<file path="src/rtl/audio_pkg.sv">
// Shared definitions for the audio tone generator: envelope states, note table,
// and the clock-dependent half-period table builder.
package audio_pkg;

  localparam int unsigned VOL_W      = 5;
  localparam int unsigned SEL_W      = 4;
  localparam int unsigned NUM_NOTES  = 16;
  localparam int unsigned PWM_PERIOD = 31;

  typedef enum logic [1:0] {
    ENV_IDLE    = 2'd0,
    ENV_ATTACK  = 2'd1,
    ENV_SUSTAIN = 2'd2,
    ENV_RELEASE = 2'd3
  } env_state_t;

  // C4..D#5 in equal-tempered semitones, milli-Hz
  localparam int unsigned NOTE_MHZ [NUM_NOTES] = '{
    261626, 277183, 293665, 311127, 329628, 349228, 369994, 391995,
    415305, 440000, 466164, 493883, 523251, 554365, 587330, 622254
  };

  // Half-period in clock cycles per note: round(clk_hz / (2 * f))
  function automatic logic [NUM_NOTES-1:0][31:0] half_table(input int unsigned clk_hz);
    logic [63:0] num;
    logic [63:0] den;
    half_table = '0;
    for (int i = 0; i < int'(NUM_NOTES); i++) begin
      num = 64'(clk_hz) * 64'd1000;
      den = 64'(NOTE_MHZ[i]) * 64'd2;
      half_table[i] = 32'((num + (den >> 1)) / den);
    end
  endfunction

endpackage

</file>
<file path="src/rtl/audio_env.sv">
// Linear attack/release envelope: free-running tick prescaler plus envelope FSM.
module audio_env
  import audio_pkg::*;
#(
  parameter int unsigned ENV_DIV = 65536
) (
  input  logic             clk,
  input  logic             reset,
  input  logic [VOL_W-1:0] vol,
  input  logic             en,
  output logic [VOL_W-1:0] level,
  output env_state_t       state
);

  localparam int unsigned PRE_W = (ENV_DIV > 1) ? $clog2(ENV_DIV) : 1;

  logic [PRE_W-1:0] pre;
  logic             tick_c;

  assign tick_c = (pre == PRE_W'(ENV_DIV - 1));

  // Prescaler is only cleared by reset so tick spacing never depends on note activity
  always_ff @(posedge clk or posedge reset) begin
    if (reset)       pre <= '0;
    else if (tick_c) pre <= '0;
    else             pre <= pre + PRE_W'(1);
  end

  always_ff @(posedge clk or posedge reset) begin
    if (reset) begin
      state <= ENV_IDLE;
      level <= '0;
    end else begin
      case (state)
        ENV_IDLE: begin
          level <= '0;
          if (en) state <= ENV_ATTACK;
        end
        ENV_ATTACK: begin
          if (!en) begin
            state <= ENV_RELEASE;
          end else if (level >= vol) begin
            state <= ENV_SUSTAIN;
            level <= vol;
          end else if (tick_c && (level != '1)) begin
            level <= level + VOL_W'(1);
          end
        end
        ENV_SUSTAIN: begin
          level <= vol;
          if (!en) state <= ENV_RELEASE;
        end
        ENV_RELEASE: begin
          // Re-gating resumes the attack from the current level
          if (en) begin
            state <= ENV_ATTACK;
          end else if (tick_c) begin
            if (level <= VOL_W'(1)) begin
              level <= '0;
              state <= ENV_IDLE;
            end else begin
              level <= level - VOL_W'(1);
            end
          end
        end
        default: state <= ENV_IDLE;
      endcase
    end
  end

endmodule

</file>
<file path="src/rtl/audio_tone_gen.sv">
// Square-wave tone generator with PWM volume and envelope shaping, driving the
// board audio pin from the processor's audio control outputs.
module audio_tone_gen
  import audio_pkg::*;
#(
  parameter int unsigned CLK_HZ  = 25000000,
  parameter int unsigned ENV_DIV = 65536,
  parameter int unsigned DIV_W   = 16
) (
  input  logic             clk,
  input  logic             reset,
  input  logic [VOL_W-1:0] audioVol,
  input  logic [SEL_W-1:0] audioSel,
  input  logic             audioEn,
  output logic             audio_out,
  output logic             note_active,
  output logic [1:0]       env_state,
  output logic [VOL_W-1:0] env_level
);

  localparam logic [NUM_NOTES-1:0][31:0] HALF_TBL = half_table(CLK_HZ);

  logic [VOL_W-1:0] vol_q;
  logic [SEL_W-1:0] sel_q;
  logic [SEL_W-1:0] sel_d;
  logic             en_q;
  env_state_t       state;
  logic [VOL_W-1:0] level;
  logic [DIV_W-1:0] tone_cnt;
  logic [DIV_W-1:0] half_c;
  logic             phase;
  logic [VOL_W-1:0] pwm_cnt;
  logic             restart_c;
  logic             pwm_on_c;

  always_ff @(posedge clk or posedge reset) begin
    if (reset) begin
      vol_q <= '0;
      sel_q <= '0;
      sel_d <= '0;
      en_q  <= 1'b0;
    end else begin
      vol_q <= audioVol;
      sel_q <= audioSel;
      sel_d <= sel_q;
      en_q  <= audioEn;
    end
  end

  audio_env #(.ENV_DIV(ENV_DIV)) u_env (
    .clk   (clk),
    .reset (reset),
    .vol   (vol_q),
    .en    (en_q),
    .level (level),
    .state (state)
  );

  assign half_c    = DIV_W'(HALF_TBL[sel_q]);
  // Restart the waveform cleanly on a note change or a fresh note start
  assign restart_c = (sel_q != sel_d) || ((state == ENV_IDLE) && en_q);

  always_ff @(posedge clk or posedge reset) begin
    if (reset) begin
      tone_cnt <= '0;
      phase    <= 1'b0;
    end else if (restart_c) begin
      tone_cnt <= '0;
      phase    <= 1'b0;
    end else if (tone_cnt == half_c - DIV_W'(1)) begin
      tone_cnt <= '0;
      phase    <= ~phase;
    end else begin
      tone_cnt <= tone_cnt + DIV_W'(1);
    end
  end

  assign pwm_on_c = (pwm_cnt < level);

  always_ff @(posedge clk or posedge reset) begin
    if (reset) begin
      pwm_cnt   <= '0;
      audio_out <= 1'b0;
    end else begin
      pwm_cnt   <= (pwm_cnt == VOL_W'(PWM_PERIOD - 1)) ? '0 : pwm_cnt + VOL_W'(1);
      audio_out <= phase & pwm_on_c;
    end
  end

  assign env_state   = state;
  assign note_active = (state != ENV_IDLE);
  assign env_level   = level;

endmodule

</file>
<file path="config.mk">
export PLATFORM = sky130hd
export DESIGN_NAME = audio_tone_gen
export DESIGN_NICKNAME = d
export VERILOG_FILES = /design/src/rtl/audio_pkg.sv /design/src/rtl/audio_env.sv /design/src/rtl/audio_tone_gen.sv
export SDC_FILE = /design/constraint.sdc
export NUM_CORES = 1
export LEC_CHECK = 0
export ABC_AREA = 0
export CORE_MARGIN = 5
export CORE_UTILIZATION = 60
export DETAILED_ROUTE_END_ITERATION = 10
export GPL_TIMING_DRIVEN = 0
export HOLD_SLACK_MARGIN = 0.15
export PLACE_DENSITY = 0.8
export SYNTH_ARGS = -nofsm -noshare
export SYNTH_HDL_FRONTEND = slang
export SYNTH_SLANG_ARGS = --single-unit
</file>
<file path="constraint.sdc">
create_clock -name clk -period 5.1 [get_ports clk]
set_clock_uncertainty 0.15 [all_clocks]
set_input_delay 1.53 -clock clk [delete_from_list [all_inputs] [get_ports clk]]
set_output_delay 1.53 -clock clk [all_outputs]
set_load 0.02 [all_outputs]
</file>
==> reports/results.txt <==
Worst-case reg-to-reg path depth = 15
Layout Cell Area excl Fill = 4470 sq um
Largest net degree at the start of global routing = 40
Die area = 8340 sq um
Status = complete, no violations
Vias in the first global route = 3198
First-pass GRT wire length = 14700 um
Dpl hpwl = 5990 um
Post-Synthesis Cell Area = 3970 sq um
RR Startpoint = sel_q[1]$_DFF_PP0_
Crit. End Element = register
Routed Antenna Nets = 0
Crit path DAT = 4.68 ns
ANT cells = 0
Peak supply drop = 0.295 mV
Crit path launch = sel_q[1]$_DFF_PP0_
Most frequent CP cell = ha_1
I/O pin count = 21
Initial Util = 0.621
Largest stage delay on the critical path = 0.49 ns
Cells after Synth = 413
CTS Buffer Depth = 2
Final net count = 487
Period utilisation layout = 0.902
Row cnt = 29
RSZ-0062 raised after global routing = false
Clock-pin slew on the worst setup and hold paths = 0.07 ns
Setup violations, final = 0
CTS tree = yes
Post-synth top area cell = dfrtp_1
Die Width = 91.3 um
Seq/Total Area, Yosys = 0.379
Most common cell after layout, fill and taps aside = dfrtp_1
Slew Limit Fails = 0
Seq cells post-synth = 60
Worst path cell trace = clkbuf_1 -> inv_1 -> ha_1 -> buf_1 -> a21oi_1 -> or2_2 -> ha_1 -> o211ai_1 -> nor4_4 -> or3b_1 -> a221oi_2 -> o2111ai_1 -> nand2_2 -> buf_6 -> nor2_1
Main synth FF type = dfrtp_1
Initial antenna violation count = 0
Commonest non-fill, non-tap cells in the layout = dfrtp_1, nor2_1, ha_1
HP Class = register to register
WP buf/inv = 4
TNS Setup = 0 ns
Remaining global-route overflow = 0
Length of the first detailed-routing pass in iterations = 4
Peak fanout along the critical path = 10
Tmin final = 4.60 ns
Core Region = 6390 sq um
Synth top area share = 0.379
Leakage = 0.00195 uW
Routed wire length per instance = 15.8 um
Reg2reg end = tone_cnt[10]$_DFF_PP0_
Syn-to-layout area delta = 12.8%
Fin util = 0.701
Crit-path slowest cell = nor4_4
Worst Tran Pin Value = 0.717 ns
Reg2Reg Setup Slack = 0.50 ns
CTS H-tree depth = 3
Top cells by area, synth = dfrtp_1, ha_1, xnor2_1
Total track usage = 0.215
Clk sink count = 60
Critical path destination = tone_cnt[10]$_DFF_PP0_
Drt drc = 0
Critical Path Start Type = register
Netlist cell types = 68
Via/cell ratio = 5.99
Cts hold-fix bufs = 0
Clk_lat worst skew = 0.34 ns
Dpl cell area = 4280 sq um
Syn avg cell area = 9.60 sq um
Power density cells = 340 nW/um^2
Synth warn = 0
Post-Syn Nets = 455
Detailed Route Iter0 Violations = 180
Die height = 91.3 um
Routed Wire Length = 8310 um
Critical Path Stages = 15
Relative slew slack = 0.522
Final Hold Viols = 0
Dpl ws = 0.578 ns
Gp weighted congestion = 0.923
Max Cap Viol = 0
Cell family with most CP delay = simple AND/OR/NAND/NOR gates
Clock root buffer = clkbuf_8
Post-CTS Setup Repair Bufs = 0
CTS resizes = 0
WS Path Type = register to register
Peak Freq = 217 MHz
Final WS setup = 0.501 ns
EDFF count, synth = 0
Critical Path RT = 5.18 ns
Routed via count = 3151
Final Power = 1520 uW
CTS Buf Count = 9
Share of layout cells above drive strength 1 = 0.0780
Port Buf Inserts = 20
Async set-reset flop share out of synthesis = 1.00
[per-stage QoR]
stage                     hold slack, ns  std cells
after floorplan                    0.199        413
after global placement             0.210        510
after detailed placement           0.222        511
after CTS                          0.243        526
after global routing               0.279        526
final                              0.235        526
[cell families after synthesis]
| family | count (synthesis) | synth area share |
|---|---|---|
| and+or+nand+nor | 148 | 0.199 |
| AOI/OAI and AO/OA | 78 | 0.142 |
| DFF | 60 | 0.379 |
| xor gates and xnor gates | 47 | 0.104 |
| buffers and inverters | 39 | 0.0407 |
| adders and majority gates | 30 | 0.0946 |
| muxes | 11 | 0.0410 |
[cells in the mapped netlist, types with 2 or more instances]
cell,count
a211o_1,5
a211oi_1,2
a21o_1,7
a21oi_1,13
a221oi_1,2
a222oi_1,2
a2bb2oi_1,2
a31o_2,2
a31oi_1,2
a41oi_1,2
and2_1,2
and3_1,5
and3b_1,2
and4_1,3
buf_1,2
buf_2,3
clkbuf_1,6
dfrtp_1,60
ha_1,30
inv_1,25
mux2_2,2
mux2i_1,5
mux4_2,4
nand2_1,20
nand2b_1,12
nand3_1,22
nand4_1,11
nor2_1,38
nor2b_1,10
nor3_1,6
nor4b_1,2
o211ai_1,4
o21a_1,3
o21ai_0,15
or2_1,2
or2_2,2
or3_1,2
xnor2_1,28
xor2_1,19
[layer usage]
metal	global-route usage	routed length, um	part of all wire	vias to the layer above
li1	-	-	-	1528
met1	0.279	3600	0.43	1526
met2	0.353	4170	0.50	80
met3	0.0281	363	0.044	17
met4	0.110	177	0.021	0
met5	0	0	0	-
[sequential cells by signal, summed over array words and instances, names as in the netlist]
name and flops:
u_env.pre 16, sel_q 4, sel_d 4, tone_cnt 16, pwm_cnt 5, u_env.level 5, u_env.state 2, phase 1
audio_out 1, en_q 1, vol_q 5
[cell type report]
cell class                      instances  area (sq um)
Multi-Input combinational cell        314          2300
Inverter                               26          97.6
Clock inverter                          4          50.0
Sequential cell                        60          1500
Clock buffer                           11           141
Timing Repair Buffer                   21           220
Tap cell                               77          96.3
Fill cell                             499          1910
Buffer                                 13          63.8
[worst min path at each step]
stage,start,cells after the start,to,slack (ns)
finish,sel_q[2]$_DFF_PP0_,0,sel_d[2]$_DFF_PP0_,0.23
global route,sel_q[2]$_DFF_PP0_,0,sel_d[2]$_DFF_PP0_,0.28
CTS,sel_q[2]$_DFF_PP0_,0,sel_d[2]$_DFF_PP0_,0.24
detailed placement,sel_q[2]$_DFF_PP0_,0,sel_d[2]$_DFF_PP0_,0.22
global placement,sel_q[3]$_DFF_PP0_,0,sel_d[3]$_DFF_PP0_,0.21
floorplan,sel_q[2]$_DFF_PP0_,0,sel_d[2]$_DFF_PP0_,0.20
[report_power, final]
group          internal [uW]  switching (uW)
Combinational            245             298
Sequential               506            46.4
Clock                    235             190
Total                    986             534
Power figures use the tool's default switching activity.
